===== src/rtl/alu_pkg.sv =====
// rtl/alu_pkg.sv - shared opcode/state types and default width for the sequential ALU
package alu_pkg;

  localparam int W_DEFAULT = 8;

  // Final ALU operation codes, shared with the ALU control decoder
  typedef enum logic [2:0] {
    OP_ADD  = 3'b000,
    OP_SUB  = 3'b001,
    OP_SRL  = 3'b010,
    OP_SLL  = 3'b011,
    OP_XOR  = 3'b100,
    OP_XRED = 3'b101,
    OP_AND  = 3'b110,
    OP_PASS = 3'b111
  } alu_op_e;

  typedef enum logic [1:0] {
    ST_IDLE  = 2'b00,
    ST_SHIFT = 2'b01,
    ST_DONE  = 2'b10
  } state_e;

endpackage


===== src/rtl/alu_seq_comb.sv =====
// rtl/alu_seq_comb.sv - single-cycle result/carry for all ops; shifts only with ALU_BARREL_SHIFT_EN
module alu_seq_comb
  import alu_pkg::*;
#(
  parameter int W  = W_DEFAULT,
  parameter int SW = $clog2(W)
) (
  input  alu_op_e        op,
  input  logic [W-1:0]   a,
  input  logic [W-1:0]   b,
  output logic [W-1:0]   result,
  output logic           carry
);

  logic [W:0] sum;
  logic [W:0] diff;

  assign sum  = {1'b0, a} + {1'b0, b};
  // Two's-complement subtract so bit W reads as no-borrow
  assign diff = {1'b0, a} + {1'b0, ~b} + {{W{1'b0}}, 1'b1};

  always_comb begin
    result = a;
    carry  = 1'b0;
    case (op)
      OP_ADD: begin
        result = sum[W-1:0];
        carry  = sum[W];
      end
      OP_SUB: begin
        result = diff[W-1:0];
        carry  = diff[W];
      end
`ifdef ALU_BARREL_SHIFT_EN
      OP_SRL:  result = a >> b[SW-1:0];
      OP_SLL:  result = a << b[SW-1:0];
`else
      // Only reached with a zero shift amount; longer shifts go bit-serial
      OP_SRL, OP_SLL: result = a;
`endif
      OP_XOR:  result = a ^ b;
      OP_XRED: result = {{(W-1){1'b0}}, ^a};
      OP_AND:  result = a & b;
      OP_PASS: result = a;
    endcase
  end

endmodule


===== src/rtl/alu_seq.sv =====
// rtl/alu_seq.sv - execute-stage ALU with start/done handshake and bit-serial shifts (ALU_BARREL_SHIFT_EN: single-cycle shifts)
module alu_seq
  import alu_pkg::*;
#(
  parameter int W  = W_DEFAULT,
  parameter int SW = $clog2(W)
) (
  input  logic         Clk,
  input  logic         Reset,
  input  logic         Start,
  input  logic [2:0]   ALUOpFinal,
  input  logic [W-1:0] InA,
  input  logic [W-1:0] InB,
  output logic [W-1:0] Out,
  output logic         Zero,
  output logic         Carry,
  output logic         Done,
  output logic         Ready
);

  state_e       state, state_d;
  alu_op_e      op_in;
  logic         accept;
  logic [W-1:0] comb_res;
  logic         comb_carry;

  assign op_in  = alu_op_e'(ALUOpFinal);
  assign accept = Start & Ready;

`ifndef ALU_BARREL_SHIFT_EN
  logic [SW-1:0] amt;
  logic          long_shift;
  logic [SW-1:0] cnt;
  logic [W-1:0]  work;
  logic [W-1:0]  work_next;
  logic          dir_left;

  assign amt        = InB[SW-1:0];
  assign long_shift = ((op_in == OP_SRL) || (op_in == OP_SLL)) && (amt != '0);
  assign work_next  = dir_left ? {work[W-2:0], 1'b0} : {1'b0, work[W-1:1]};
`endif

  alu_seq_comb #(.W(W), .SW(SW)) u_comb (
    .op     (op_in),
    .a      (InA),
    .b      (InB),
    .result (comb_res),
    .carry  (comb_carry)
  );

  always_ff @(posedge Clk or posedge Reset) begin
    if (Reset) state <= ST_IDLE;
    else       state <= state_d;
  end

  always_comb begin
    state_d = state;
    Ready   = (state != ST_SHIFT);
    Done    = (state == ST_DONE);
    case (state)
      ST_IDLE, ST_DONE: begin
        if (Start) begin
`ifdef ALU_BARREL_SHIFT_EN
          state_d = ST_DONE;
`else
          state_d = long_shift ? ST_SHIFT : ST_DONE;
`endif
        end else begin
          state_d = ST_IDLE;
        end
      end
`ifndef ALU_BARREL_SHIFT_EN
      ST_SHIFT: if (cnt == SW'(1)) state_d = ST_DONE;
`endif
      default: state_d = ST_IDLE;
    endcase
  end

  always_ff @(posedge Clk or posedge Reset) begin
    if (Reset) begin
      Out   <= '0;
      Zero  <= 1'b0;
      Carry <= 1'b0;
`ifndef ALU_BARREL_SHIFT_EN
      cnt      <= '0;
      work     <= '0;
      dir_left <= 1'b0;
`endif
    end else begin
`ifdef ALU_BARREL_SHIFT_EN
      if (accept) begin
        Out   <= comb_res;
        Zero  <= (comb_res == '0);
        Carry <= comb_carry;
      end
`else
      if (accept) begin
        if (long_shift) begin
          work     <= InA;
          cnt      <= amt;
          dir_left <= (op_in == OP_SLL);
        end else begin
          Out   <= comb_res;
          Zero  <= (comb_res == '0);
          Carry <= comb_carry;
        end
      end else if (state == ST_SHIFT) begin
        work <= work_next;
        cnt  <= cnt - SW'(1);
        if (cnt == SW'(1)) begin
          Out   <= work_next;
          Zero  <= (work_next == '0);
          Carry <= 1'b0;
        end
      end
`endif
    end
  end

endmodule


===== config.mk =====
export PLATFORM = sky130hd
export DESIGN_NAME = alu_seq
export DESIGN_NICKNAME = d
export VERILOG_FILES = /design/src/rtl/alu_pkg.sv /design/src/rtl/alu_seq_comb.sv /design/src/rtl/alu_seq.sv
export SDC_FILE = /design/constraint.sdc
export NUM_CORES = 1
export LEC_CHECK = 0
export ABC_CLOCK_PERIOD_IN_PS = 1700
export BUFFER_PORTS_ARGS = -buffer_cell sky130_fd_sc_hd__buf_2
export CELL_PAD_IN_SITES_DETAIL_PLACEMENT = 1
export CELL_PAD_IN_SITES_GLOBAL_PLACEMENT = 2
export CORE_UTILIZATION = 31
export CTS_CLUSTER_SIZE = 16
export DETAILED_ROUTE_END_ITERATION = 6
export GPL_ROUTABILITY_DRIVEN = 0
export GPL_TIMING_DRIVEN = 0
export HOLD_SLACK_MARGIN = 0.03
export PLACE_DENSITY = 0.81
export SLEW_MARGIN = 10
export SYNTH_ARGS = -nofsm -noshare
export SYNTH_HDL_FRONTEND = slang
export SYNTH_HIERARCHICAL = 1
export SYNTH_SLANG_ARGS = --single-unit

===== constraint.sdc =====
create_clock -name Clk -period 1.7 [get_ports Clk]
set_clock_uncertainty 0.1 [all_clocks]
set_input_delay 0.17 -clock Clk [delete_from_list [all_inputs] [get_ports Clk]]
set_output_delay 0.17 -clock Clk [all_outputs]
set_load 0.01 [all_outputs]

# Word level (Yosys, flattened, before mapping)
# Index checks and enable logic that the tools add are counted.
# totals
ff_bits,24
in_bits,22
# op_classes
n_addsub,4
n_eq_ne,14
n_mux,25
bitwise_logic,4
n_reduce_logical,15
# op_table
cell,count
$mux 8,8
$pmux 8 s6,1
$add 8x8->9,2
$logic_not 8->1,2
$eq 3x3->1 const B,4
$add 9x1->9 const B,1
$mux 3,3
$and 8x8->8,1
$mux 1,8
$not 8->8,1
$reduce_xor 8->1,1
$xor 8x8->8,1
$eq 3x1->1 const B,2
$eq 3x2->1 const B,2
$mux 2,3
$ne 2x1->1 const B,2
$ne 2x2->1 const B,2
$pmux 2 s2,1
$reduce_and 2->1,2
$reduce_bool 2->1,2
$logic_not 3->1,1
$reduce_and 3->1,1
$reduce_bool 3->1,1
$reduce_or 3->1,1
9 further kinds,9

# Logic depth before layout (Yosys ltp)
# Gate-level depths: netlist of run 1.
# depth
ltp_word,7
depth_mapped,12
mapped_depth_nobuf,12

# By module
# Netlist of run 1, hierarchy kept.
# by_module_without_submodules
mod,n_inst,cells_each,area_each_um2,seq_area_each_um2
alu_seq,1,144,1355.0,600.6
alu_seq_comb,1,161,1153.6,0.0

# Worst setup path before layout of run 1
# No wires, ideal clock.
# synth_timing
kind,input-to-reg
startpoint,input InA[0]
endpoint,register Zero
setup_ns,0.082
arrival_time_ns,2.136
required_time_ns,1.518
setup_slack_ns,-0.617
stages,10
n_path_buf,0
cell_sequence,ha_1 -> fa_1 -> nor2b_1 -> o311ai_0 -> o221ai_1 -> mux2i_1 -> nand2_1 -> nor4_1 -> nand3_1 -> a31oi_1
# synth_via
elab_chain_cells,6
elab_cells_between_ends,10
classes_between,add/sub (3); mux (3); bitwise (2); reduce/logical (2)
# synth_lines
item,line_no,source
from (decl),alu_seq.sv:12,"input logic [W-1:0] InA,"
$add 8x8->9,alu_seq_comb.sv:20,"assign diff = {1'b0, a} + {1'b0, ~b} + {{W{1'b0}}, 1'b1};"
$add 9x1->9,alu_seq_comb.sv:20,
$pmux 8 s6 (*),alu_seq_comb.sv:25,case (op)
via comb_res[6],alu_seq.sv:24,logic [W-1:0] comb_res;
$logic_not 8->1 (*),alu_seq.sv:104,Zero <= (comb_res == '0);
$mux 1 (*),alu_seq.sv:98,if (long_shift) begin
$mux 1 (*),alu_seq.sv:97,if (accept) begin
to (signal assigned),alu_seq.sv:104,
to (signal assigned),alu_seq.sv:112,Zero <= (work_next == '0);
to (decl),alu_seq.sv:15,"output logic Zero,"
# The timed path passes the listed nets; every way through them passes the cells marked *. The select of a mux whose other input is x is not followed.
# A chain may end at the register's enable or synchronous reset.

# Worst setup path after layout of run 1
# layout_timing
startpoint,input InA[0]
endpoint,register Out[6]
# layout_via
elab_chain_cells,5
elab_cells_between_ends,6
classes_between,add/sub (3); mux (3)
# layout_lines
item,line_no,source
$add 8x8->9,alu_seq_comb.sv:20,
$add 9x1->9,alu_seq_comb.sv:20,
$pmux 8 s6 (*),alu_seq_comb.sv:25,
via comb_res[6],alu_seq.sv:24,
$mux 8 (*),alu_seq.sv:98,
$mux 8 (*),alu_seq.sv:97,
to (signal assigned),alu_seq.sv:103,Out <= comb_res;
to (signal assigned),alu_seq.sv:111,Out <= work_next;
to (decl),alu_seq.sv:14,"output logic [W-1:0] Out,"
# Marked as above.

==> results.json, run 1 <==
{
  "status": "complete, but fails checks",
  "violations": "negative hold slack, negative setup slack",
  "final_nets": 400,
  "wl_per_cell_um": 18.80,
  "slowest_delay_ns": 0.36,
  "hp-class": "input port to async pin",
  "end_kind": "flop",
  "synth.avg_cell_area_sq_um": 8.225,
  "met3_length_um": 305,
  "tightestPinTransition_ns": 0.9557,
  "drtIter0Drc": 84,
  "first_pass_iters": 4,
  "antennaDiodeCount": 0,
  "p_leak_nw": 1.423,
  "slew_viol_final": 0,
  "hpwl_um": 6399,
  "netlist_area_sq_um": 2509,
  "start_util": 0.3230,
  "crit_required_ns": 1.77,
  "cts_max_path_buffers": 2,
  "critPathLaunchType": "input port",
  "reg2reg_slack_ns": 0,
  "fmax_mhz": 468.0,
  "synthFlopType": "dfrtp_1",
  "antenna_found_initial": 0,
  "wl_met2_um": 4081,
  "fin_crit_sh": 1.257,
  "portBuffers": 32,
  "cts.sinks": 24,
  "r2r-end": "Zero",
  "grt-ovfl-total": 0,
  "hold_buffers": 0,
  "wl_um": 8629,
  "drc_errors": 0,
  "synth_compound_area_frac": 0.3002,
  "die_h_um": 91.96,
  "grt_usage": 0.2194,
  "synth_edf_count": 0,
  "setup_slack_ns": -0.4369,
  "synth-simple-area-share": 0.1815,
  "numCtsBuffers": 3,
  "clk_pin_slew_ns": 0.09,
  "arrival_ns": 2.21,
  "max-slew-margin-rel": 0.3622,
  "crit_fanout": 3,
  "ys_ff_latch": 24,
  "synth_fa_ha_area_frac": 0.1057,
  "cts_tree": "done",
  "slowest_stage": "fa_2",
  "whs_ns": -0.002105,
  "synth_warnings": 6,
  "power_density_nw_per_um2": 985.5,
  "peakVddDrop_mv": 0.6496,
  "cts.root.buffer_cell": "clkbuf_8",
  "rsz0062_at_grt": "true",
  "final_cell_mix": "buf_2, a21oi_1, dfrtp_1, inv_1, buf_4",
  "grt_pass1_vias": 2711,
  "ys_seq_area_frac": 0.2394,
  "viasPerCell": 5.532,
  "highest_layer": "met4",
  "wl_met1_um": 4159,
  "ioPinCount": 34,
  "crit_chain": "buf_12 > ha_4 > fa_2 > nor2b_4 > o311ai_4 > o221ai_2 > mux2i_1 > nand2_1 > buf_4 > nor3_2 > o22ai_1 > o21a_1",
  "final_common_cell": "buf_2",
  "period_minus_slack_ns": 2.137,
  "async_reset_ff_frac": 1.000,
  "final.setup.tns_ns": -1.786,
  "grt_pass1_wl_um": 14520,
  "hold_violations": 12,
  "worst-setup-path-type": "input port to flop",
  "core_area_sq_um": 7767,
  "place_inst": 439,
  "setup_viol": 8,
  "drv_cap": 0,
  "synthCells": 305,
  "synth_top_family_by_area": "compound AO/OA/AOI/OAI gates",
  "rr_worst_depth": 5,
  "area_growth_pct": 37.56,
  "die_area_sq_um": 8456,
  "cts_max_level": 1,
  "r2r-start": "dir_left",
  "drive_gt1_frac": 0.3894,
  "rows": 32,
  "clkLatencyLatePin_ns": 0.27,
  "muxShareOfSynthArea": 0.06584,
  "synth_nets": 347,
  "yosys.area_share.xor_xnor": 0.02793,
  "grt_max_degree": 25,
  "synth_cell_types": 61,
  "die-width_um": 91.96,
  "postRouteAntennaNets": 0,
  "vias": 2539,
  "final_cells": 459
}
where the power goes:
group	switching [mW]	internal, mW
Sequential	0.209	0.817
Combinational	1.00	0.853
Clock	0.204	0.315
Total	1.41	1.99
synthesized netlist by cell type, types with 2 or more instances:
| master | n | area, sq um |
|---|---|---|
| o21bai_1 | 5 | 37.54 |
| o32ai_1 | 5 | 43.79 |
| o21ai_1 | 2 | 10.01 |
| inv_1 | 25 | 93.84 |
| nor2b_1 | 10 | 62.56 |
| o22ai_1 | 3 | 18.77 |
| nor2_1 | 17 | 63.81 |
| a31o_2 | 3 | 26.28 |
| fa_1 | 2 | 40.04 |
| buf_2 | 8 | 40.04 |
| nor4_1 | 3 | 18.77 |
| a211oi_1 | 6 | 45.04 |
| a311o_1 | 3 | 30.03 |
| o31a_1 | 2 | 17.52 |
| o211ai_1 | 3 | 22.52 |
| dfrtp_1 | 24 | 600.6 |
| or3_1 | 2 | 12.51 |
| a22o_1 | 3 | 26.28 |
| o21ai_0 | 22 | 110.1 |
| a21oi_1 | 30 | 150.1 |
| ha_1 | 18 | 225.2 |
| a31oi_1 | 2 | 12.51 |
| xnor2_1 | 7 | 61.31 |
| nand3_1 | 6 | 30.03 |
| nand2_1 | 14 | 52.55 |
| and3_1 | 2 | 12.51 |
| nand3b_1 | 2 | 15.01 |
| clkbuf_1 | 4 | 15.01 |
| mux2i_1 | 12 | 120.1 |
| o221ai_1 | 3 | 26.28 |
| buf_4 | 2 | 15.01 |
| mux2_2 | 4 | 45.04 |
| a211o_1 | 2 | 17.52 |
| nor3_1 | 11 | 55.05 |
| o21a_1 | 6 | 45.04 |
| nand2b_1 | 7 | 43.79 |
worst max-delay path by stage:
stage / from / endpoint / slack [ns] / cells past startpoint
after floorplan: InA[0] / Zero / -0.35 / 10
after global placement: InA[0] / Zero / -0.99 / 11
after detailed placement: InA[0] / Zero / -1.0 / 11
after CTS: InA[0] / Zero / -0.46 / 11
after global routing: InA[0] / Out[4] / -0.50 / 11
final: InA[0] / Out[6] / -0.44 / 12
registers in the layout (all words and copies together), names as in the netlist:
register  flops
cnt           3
Out           8
work          8
Zero          1
state         2
Carry         1
dir_left      1
layer usage:
metal,vias to the layer above,track usage
met5,-,0
met4,0,0.04167
met3,8,0.02819
met2,46,0.3613
met1,1261,0.3078
li1,1224,-
kinds of logic after synthesis:
kind of cell | Yosys count
AOI/OAI and AO/OA | 111
and+or+nand+nor | 84
buffers and inverters | 42
DFF | 24
adders and majority gates | 20
muxes | 16
xor gates and xnor gates | 8
per-stage QoR:
stage | setup WS (ns) | cell area (sq um) | util | hold WS (ns) | power (mW)
2_1_floorplan | -0.3451 | 2669 | - | 0.08462 | 2.092
3_3_place_gp | -0.9864 | 2957 | 0.3806 | 0.3307 | 2.551
3_5_place_dp | -0.9987 | 2957 | 0.3806 | 0.3556 | 2.603
4_1_cts | -0.4617 | 3299 | 0.4248 | 0.04566 | 3.281
5_1_grt | -0.4990 | 3451 | 0.4443 | 0.06504 | 3.658
6_report | -0.4369 | 3451 | 0.4443 | -0.002105 | 3.401
worst max-delay path: cells and delay by family:
family / cells / cell delay (ns)
AO/OA/AOI/OAI: 4 / 0.68
adder cells (fa/ha/maj): 2 / 0.52
multiplexers: 1 / 0.17
AND/OR/NAND/NOR: 3 / 0.38
buffers and inverters: 2 / 0.28
timing repair:
action                                  CTS  global route
gates resized for setup                  58            19
pin swaps                                21            14
setup buffers                             6            10
endpoints found under the setup margin   22            22
layout make-up:
class / instances / area [sq um]
Timing Repair Buffer: 48 / 332.8
Sequential cell: 24 / 601.8
Inverter: 26 / 122.6
Clock buffer: 3 / 41.29
Tap cell: 102 / 127.6
Fill cell: 942 / 4317
Buffer: 16 / 131.4
Clock inverter: 1 / 30.03
Multi-Input combinational cell: 239 / 2063
Note: power is estimated with default switching activity, not from simulation.
==> inputs of run 2 (changes only) <==
Settings changed: ABC_CLOCK_PERIOD_IN_PS 1700 to 1800.
Clock period 1.7 ns to 1.8 ns, I/O delays scaled along.
==> run 2 against run 1 <==
Effect of this change: the run ends with negative setup slack left; final cell count stayed put; combinational power shrank 9%; clock-buffer cell count increased by 1; total power fell by 11%; first-iteration DRC count grew 48%; design area is 3.4% lower; setup slack better by 0.082 ns; hold slack better by 0.018 ns; die area is the same; sequential share of layout area increased by 0.57 points; critical path depth stayed put; flip-flop and latch count unchanged.
==> results.json, run 2 (same netlist as run 1, synthesis figures left out) <==
{
  "crit_fanout": 3,
  "postRouteAntennaNets": 0,
  "drtIter0Drc": 124,
  "final.setup.tns_ns": -1.326,
  "grt-ovfl-total": 0,
  "cts_tree": "done",
  "start_util": 0.3230,
  "startpoint": "InA[0]",
  "viasPerCell": 5.623,
  "fillerInstances": 920,
  "antenna_found_initial": 0,
  "placed_cell_area_sq_um": 2833,
  "drc_errors": 0,
  "worst-setup-path-type": "input port to flop",
  "postLayoutCoreUtil": 0.4293,
  "final_nets": 400,
  "rows": 32,
  "hpwl_um": 6345,
  "reg_top3": "Out (8), work (8), cnt (3)",
  "drv_cap": 0,
  "fmax_mhz": 464.1,
  "r2r-end": "Out[5]",
  "peakVddDrop_mv": 0.5462,
  "cts_max_level": 1,
  "first_pass_iters": 4,
  "cts.root.buffer_cell": "clkbuf_8",
  "p_leak_nw": 1.383,
  "arrival_ns": 2.22,
  "antennaDiodeCount": 0,
  "max-slew-margin-rel": 0.3503,
  "tightestPinTransition_ns": 0.9735,
  "period_minus_slack_ns": 2.155,
  "wl_um": 8887,
  "final_cell_area_sq_um": 3334,
  "slew_viol_final": 0,
  "clkLatencyLatePin_ns": 0.27,
  "numCtsBuffers": 3,
  "grt_pass1_wl_um": 14210,
  "die_h_um": 91.96,
  "fin_crit_sh": 1.197,
  "power_density_nw_per_um2": 909.4,
  "hp-class": "input port to async pin",
  "status": "complete, but fails checks",
  "final_cell_mix": "buf_2, a21oi_1, dfrtp_1, inv_1, buf_4",
  "setup_viol": 7,
  "wl_per_cell_um": 19.36,
  "place_inst": 439,
  "core_area_sq_um": 7767,
  "vias": 2581,
  "setup_slack_ns": -0.3546,
  "hold_buffers": 0,
  "critPathLaunchType": "input port",
  "end_kind": "flop",
  "area_growth_pct": 32.92,
  "portBuffers": 32,
  "die-width_um": 91.96,
  "final_common_cell": "buf_2",
  "r2r-start": "state[0]",
  "grt_usage": 0.2138,
  "cp-endpoint": "Out[6]",
  "grt_pass1_vias": 2635,
  "violations": "negative setup slack",
  "crit_required_ns": 1.87,
  "reg2reg_slack_ns": 0.06,
  "hold_violations": 0,
  "final_cells": 459,
  "rsz0062_at_grt": "true",
  "ioPinCount": 34,
  "whs_ns": 0.01568,
  "grt_max_degree": 25,
  "cts.sinks": 24,
  "drive_gt1_frac": 0.3669,
  "clk_pin_slew_ns": 0.10,
  "total_power_mw": 3.032,
  "cts_max_path_buffers": 2,
  "die_area_sq_um": 8456,
  "dp_worst_setup_slack_ns": -0.8921,
  "rr_worst_depth": 5
}
==> run 2: area by class of cell <==
type / instances / area (sq um) / area share
inverter: 26 / 102.6 / 0.03077
buffer: 16 / 122.6 / 0.03677
multi-input combinational: 239 / 2009 / 0.6026
sequential: 24 / 600.6 / 0.1801
clock buffer: 4 / 55.05 / 0.01651
tap: 102 / 127.6 / 0.03827
timing repair buffer: 48 / 316.6 / 0.09493
==> run 2: worst min-delay path by stage <==
stage | startpoint | endpoint | slack [ns] | depth (start not counted)
2_1_floorplan | Reset | Carry | 0.09 | 1
5_1_grt | ALUOpFinal[0] | dir_left | 0.07 | 2
3_5_place_dp | Reset | Out[7] | 0.35 | 2
3_3_place_gp | Reset | Out[7] | 0.36 | 2
4_1_cts | Reset | Out[7] | 0.05 | 2
6_report | Reset | work[0] | 0.02 | 2
==> run 2: routing by layer <==
| layer | global-route usage | wire [um] | up-vias | share of wire |
|---|---|---|---|---|
| met1 | 0.2908 | 4204 | 1290 | 0.47 |
| met3 | 0.03400 | 378 | 14 | 0.043 |
| met4 | 0.04557 | 142 | 0 | 0.016 |
| met2 | 0.3557 | 4161 | 56 | 0.47 |
| li1 | - | - | 1221 | - |
| met5 | 0 | 0 | - | 0 |
==> run 2: what timing repair did <==
| action | 4_1_cts | 5_1_grt |
|---|---|---|
| pin swaps | 21 | 18 |
| endpoints found under the setup margin | 22 | 16 |
| buffers inserted | 10 | 6 |
| gates resized for setup | 58 | 20 |
==> run 2: worst max-delay path, cell delays in order <==
cell and delay [ns]:
buf_12 0.11, ha_4 0.15, fa_2 0.37, nor2b_4 0.15
o311ai_4 0.34, o221ai_2 0.15, mux2i_1 0.19, nand2_2 0.12
buf_4 0.15, nor3_2 0.09, o22ai_1 0.09, o21a_1 0.11
==> run 2: where the power goes <==
group | switching, mW | internal (mW) | total, mW
registers | 0.180 | 0.770 | 0.950
logic | 0.935 | 0.763 | 1.70
clock network | 0.188 | 0.196 | 0.384
